==> config.mk <==
export PLATFORM = sky130hd
export DESIGN_NAME = prog_loader
export DESIGN_NICKNAME = d
export VERILOG_FILES = /design/src/rtl/prog_loader.sv
export SDC_FILE = /design/constraint.sdc
export NUM_CORES = 1
export LEC_CHECK = 0
export BUFFER_PORTS_ARGS = -buffer_cell sky130_fd_sc_hd__buf_2
export CAP_MARGIN = 0
export CORE_MARGIN = 10
export CORE_UTILIZATION = 50
export CTS_CLUSTER_DIAMETER = 80
export CTS_CLUSTER_SIZE = 12
export DETAILED_ROUTE_END_ITERATION = 6
export PLACE_DENSITY = 0.77
export SKIP_LAST_GASP = 1
export SYNTH_ARGS = -nofsm -noshare
export SYNTH_HDL_FRONTEND = slang
export SYNTH_SLANG_ARGS = --single-unit
==> constraint.sdc <==
create_clock -name clk -period 2.46 [get_ports clk]
set_input_delay 0.369 -clock clk [delete_from_list [all_inputs] [get_ports clk]]
set_output_delay 0.369 -clock clk [all_outputs]
set_load 0.05 [all_outputs]
==> src/rtl/prog_loader.sv <==
// prog_loader: streams a program into instruction memory, then resets and runs the CPU under a cycle budget.
// Define LOADER_CSUM_EN to add the prog_csum running checksum output.
module prog_loader #(
  parameter int INSTR_W = 9,
  parameter int DEPTH = 256,
  parameter int MAX_CYCLES = 1024,
  parameter int RST_CYCLES = 2,
  localparam int ADDR_W = $clog2(DEPTH)
) (
  input  logic               clk,
  input  logic               reset,
  input  logic               load_valid,
  output logic               load_ready,
  input  logic [INSTR_W-1:0] load_data,
  input  logic               load_last,
  input  logic               start,
  input  logic               clear,
  input  logic               cpu_done,
  output logic               imem_we,
  output logic [ADDR_W-1:0]  imem_addr,
  output logic [INSTR_W-1:0] imem_wdata,
  output logic               cpu_reset,
  output logic               cpu_en,
  output logic               busy,
  output logic               done,
  output logic               timeout,
  output logic               load_err,
  output logic [ADDR_W:0]    words_loaded,
  output logic [31:0]        cycle_count
`ifdef LOADER_CSUM_EN
  ,
  output logic [INSTR_W-1:0] prog_csum
`endif
);
  typedef enum logic [2:0] {LOAD, READY, RST_HOLD, RUN, DONE} state_t;
  localparam logic [ADDR_W:0] FULL = (ADDR_W+1)'(DEPTH);
  localparam logic [ADDR_W:0] FULL_M1 = (ADDR_W+1)'(DEPTH - 1);
  localparam logic [31:0] LAST_CYCLE = 32'(MAX_CYCLES - 1);
  localparam logic [31:0] LAST_HOLD = 32'(RST_CYCLES - 1);
  state_t state, state_n;
  logic accept, start_run;
  logic [31:0] hold_cnt;
  assign load_ready = state == LOAD && words_loaded < FULL;
  assign accept = load_valid && load_ready && !clear;
  assign start_run = start && !clear && (state == READY || state == DONE);
  assign cpu_reset = state == LOAD || state == READY || state == RST_HOLD;
  assign cpu_en = state == RST_HOLD || state == RUN;
  assign busy = cpu_en;
  always_comb begin
    state_n = state;
    if (clear) state_n = LOAD;
    else
      case (state)
        LOAD:     if (accept && (load_last || words_loaded == FULL_M1)) state_n = READY;
        READY:    if (start) state_n = RST_HOLD;
        RST_HOLD: if (hold_cnt == LAST_HOLD) state_n = RUN;
        RUN:      if (cpu_done || cycle_count == LAST_CYCLE) state_n = DONE;
        DONE:     if (start) state_n = RST_HOLD;
        default:  state_n = LOAD;
      endcase
  end
  always_ff @(posedge clk) begin
    if (reset) state <= LOAD;
    else state <= state_n;
  end
  always_ff @(posedge clk) begin
    if (reset) begin
      imem_we <= 1'b0;
      imem_addr <= '0;
      imem_wdata <= '0;
      done <= 1'b0;
      timeout <= 1'b0;
      load_err <= 1'b0;
      words_loaded <= '0;
      cycle_count <= '0;
      hold_cnt <= '0;
    end else if (clear) begin
      imem_we <= 1'b0;
      done <= 1'b0;
      timeout <= 1'b0;
      load_err <= 1'b0;
      words_loaded <= '0;
      cycle_count <= '0;
      hold_cnt <= '0;
    end else begin
      imem_we <= accept;
      if (accept) begin
        imem_addr <= words_loaded[ADDR_W-1:0];
        imem_wdata <= load_data;
        words_loaded <= words_loaded + (ADDR_W+1)'(1);
        if (!load_last && words_loaded == FULL_M1) load_err <= 1'b1;
      end
      if (start_run) begin
        done <= 1'b0;
        timeout <= 1'b0;
        cycle_count <= '0;
        hold_cnt <= '0;
      end
      if (state == RST_HOLD) hold_cnt <= hold_cnt + 32'd1;
      if (state == RUN) begin
        cycle_count <= (cycle_count == '1) ? cycle_count : cycle_count + 32'd1;
        // cpu_done takes priority over a budget expiring on the same edge
        if (cpu_done) done <= 1'b1;
        else if (cycle_count == LAST_CYCLE) timeout <= 1'b1;
      end
    end
  end
`ifdef LOADER_CSUM_EN
  always_ff @(posedge clk) begin
    if (reset || clear) prog_csum <= '0;
    else if (accept) prog_csum <= prog_csum ^ {load_data[INSTR_W-2:0], load_data[INSTR_W-1]};
  end
`endif
endmodule

==> flow_metrics.tcl <==
set metrics [dict create \
    hpwl_um 10200 \
    synth-simple-area-share_pct 33.4 \
    synth.cell_area_mm2 0.00485 \
    cts_buffers 9 \
    crit_buf_inv 1 \
    regArea_mm2 0.00197 \
    synth_area_per_cell_um2 7.89 \
    required_ns 2.70 \
    path_class "reg -> reg" \
    cp-endpoint "cycle_count[16]$_SDFFE_PP0P_" \
    path_cells "ha_1 -> nand3_1 -> or4_1 -> o31a_1 -> buf_4 -> a21oi_1 -> a311oi_1" \
    synth_xor_area_share_pct 1.99 \
    drcViolationCount 0 \
    endpoint_kind "flip-flop" \
    fillCellCount 863 \
    coreArea_mm2 0.00933 \
    setup-violations-final 0 \
    vias_per_cell 5.93 \
    leakage_nw 2.10 \
    drt_iter0_drc 453 \
    drive_gt1_share_pct 23.9 \
    synth_edf_count 0 \
    postRouteAntennaNets 0 \
    path_clk_slew_ns 0.11 \
    synth_mux_area_share_pct 1.50 \
    synth_compound_area_share_pct 17.1 \
    cts_root_buffer "clkbuf_8" \
    rr_worst_depth 7 \
    clkSinkCount 97 \
    synth.area.top_cells "dfxtp_1, nand2_1, a21oi_1" \
    area_delta_synth_final_pct 18.9 \
    post_cts_resized 0 \
    htreeDepth 3 \
    powerDensity_mw_per_mm2 487 \
    synth_adder_area_share_pct 1.29 \
    yosysUniqueCellTypes 53 \
    insertion_delay_ns 0.37 \
    hold_buffers 0 \
    synth_fp_nets 635 \
    rsz0062_at_grt "false" \
    worstSetupPathDepth 7 \
    clock_skew_ns 0.0150 \
    cts_tree "yes" \
    async_flop_share_pct 0 \
    crit_family "simple AND/OR/NAND/NOR gates" \
    critPathLaunchType "flip-flop" \
    grt_pass1_vias 4624 \
    crit_arrival_ns 2.56 \
    yosysTopAreaCell "dfxtp_1" \
    num_antenna_cells 0 \
    startpoint "cycle_count[0]$_SDFFE_PP0P_" \
    grt_util_all_layers_pct 19.0 \
    grt_overflow 0 \
    chipHeight_um 118 \
    dr.pass1.iters 7 \
    vias 4940 \
    postCtsSetupRepairBufs 0 \
    critPathMaxStageDelay_ns 0.65 \
    pin_count 82 \
    io_buffers 81 \
    synth_top_family_by_area "simple AND/OR/NAND/NOR gates" \
    final.setup.tns_ns 0 \
    ir_worst_vdd_v 0.000310 \
    multi_input_area_mm2 0.00270 \
    cpMaxStageDelayCell "or4_1" \
    slew_headroom_pct 63.1 \
    whs_ns 0.226 \
    wl_um 13700 \
    start_util_pct 52.0 \
    yosys_warnings 0 \
    antenna_found_initial 0 \
    timing.rr.start "cycle_count[0]$_SDFFE_PP0P_" \
    r2r_end "cycle_count[16]$_SDFFE_PP0P_" \
    status "finished, final reports clean" \
    fin_crit_sh_pct 94.2 \
    r2r_setup_slack_ns 0.14 \
    yosysTopAreaCellShare_pct 40.1 \
    synth_cells 614 \
    rows 35 \
    tightest_slew_ns 0.549 \
    grt_first_pass_wirelength_um 22900 \
    gp_congestion 0.885 \
    min_period_ns 2.32 \
    ys.flop_type "dfxtp_1" \
    ys_seq_elements 97 \
    ys_seq_area_share_pct 40.1 \
    wl_per_cell_um 16.4 \
    clock_path_buffers 2 \
    nets 720 \
    hold_path_class "in -> reg" \
    hold_violations 0 \
    max_cap_viol_count 0 \
    die_x_um 118 \
    finalMaxSlewViolations 0 \
    fp.dieArea_mm2 0.0140 \
    crit_fanout 10 \
    fmax_mhz 432 \
    grt_max_degree 38 \
]
-- worst min-delay path by stage --
| stage | startpoint | depth (start not counted) | to |
|---|---|---|---|
| final | load_data[1] | 3 | imem_wdata[1]$_SDFFE_PP0P_ |
| after global routing | load_data[1] | 3 | imem_wdata[1]$_SDFFE_PP0P_ |
| after CTS | load_data[1] | 3 | imem_wdata[1]$_SDFFE_PP0P_ |
| after detailed placement | imem_addr[2]$_SDFFE_PP0P_ | 2 | imem_addr[2]$_SDFFE_PP0P_ |
| after global placement | imem_wdata[3]$_SDFFE_PP0P_ | 2 | imem_wdata[3]$_SDFFE_PP0P_ |
| after floorplan | hold_cnt[26]$_SDFFE_PP0P_ | 2 | hold_cnt[26]$_SDFFE_PP0P_ |
-- sequential cells by signal, indices dropped and copies added (netlist names) --
signal,cells
cycle_count,32
done,1
hold_cnt,32
imem_addr,8
imem_wdata,9
imem_we,1
load_err,1
state,3
timeout,1
words_loaded,9
-- report_power, final --
group | internal (mW) | switching (mW)
Combinational | 0.0464 | 0.118
Clock | 0.450 | 0.613
Sequential | 1.58 | 0.00542
-- cell usage after synthesis (all sizes together), types with 4 or more instances --
| library cell | number |
|---|---|
| dfxtp | 97 |
| nand2 | 81 |
| a21oi | 60 |
| nor2 | 41 |
| nand3 | 37 |
| clkbuf | 30 |
| nand4 | 28 |
| or3 | 26 |
| nor4 | 19 |
| o21ai | 17 |
| or4 | 16 |
| o211ai | 15 |
| inv | 13 |
| nor3 | 13 |
| buf | 12 |
| and3 | 8 |
| a311oi | 6 |
| o311ai | 6 |
| o31ai | 6 |
| or2 | 6 |
| xor2 | 6 |
| and4 | 5 |
| ha | 5 |
| mux2i | 5 |
| nand2b | 5 |
| o21a | 5 |
| xnor2 | 5 |
| a31oi | 4 |
| and2 | 4 |
| nand4b | 4 |
-- per-layer routing --
| metal | wire length (um) | share of wire (%) | global-route usage [%] |
|---|---|---|---|
| met2 | 6870 | 50 | 32.6 |
| met4 | 290 | 2.1 | 7.18 |
| met1 | 5840 | 43 | 23.5 |
| met5 | 0 | 0 | 0 |
| met3 | 693 | 5.1 | 2.95 |
-- final cells by class --
type	count	area share [%]
flip-flops and latches	97	34.2
well taps	129	2.80
clock buffers	10	2.58
repair buffers	116	11.8
inverters	13	0.846
clock inverters	6	0.933
multi-input cells	462	46.8
-- cell usage in the layout (no fill, tap or decap), types with 3 or more instances in the layout --
cell	count
o311ai_0	6
and2_1	4
nand3_1	37
nor4_1	19
mux2i_1	5
buf_4	34
nor3_1	12
inv_6	3
a21oi_1	60
a31oi_1	4
ha_1	5
clkbuf_8	9
o31ai_1	5
nand4b_1	4
nand2_1	81
and3_1	8
nor2b_1	3
dfxtp_2	20
o211ai_1	15
nand2b_1	5
buf_2	81
o31a_1	3
or2_2	5
a311oi_1	6
o21ai_0	16
dfxtp_1	75
nor2_1	41
or4_1	15
nand4_1	28
nand3b_1	3
a22oi_1	3
or3_1	26
and4_1	5
o21a_1	5
xor2_1	6
inv_1	13
xnor2_1	5
-- worst min-delay path, stage by stage --
cell and delay [ns]:
buf_2 0.09, nand2_1 0.04, a21oi_1 0.05
-- kinds of logic after synthesis --
kind of cell             after synthesis
flip-flops                            97
AND/OR/NAND/NOR                      306
buffers and inverters                 55
AO/OA/AOI/OAI                        133
XOR/XNOR                              11
adder cells (fa/ha/maj)                5
multiplexers                           7
-- per-stage QoR --
stage,worst slack [ns],instance area [um^2],power (mW),utilization [%],std cells
floorplan,0.00590,4880,1.73,-,614
global placement,0.209,5560,1.78,59.6,817
detailed placement,0.168,5560,1.78,59.6,817
CTS,0.160,5770,2.83,61.8,833
global route,0.0167,5770,2.91,61.8,833
finish,0.144,5770,2.81,61.8,833
No activity file was read; power rests on OpenSTA's default activity.
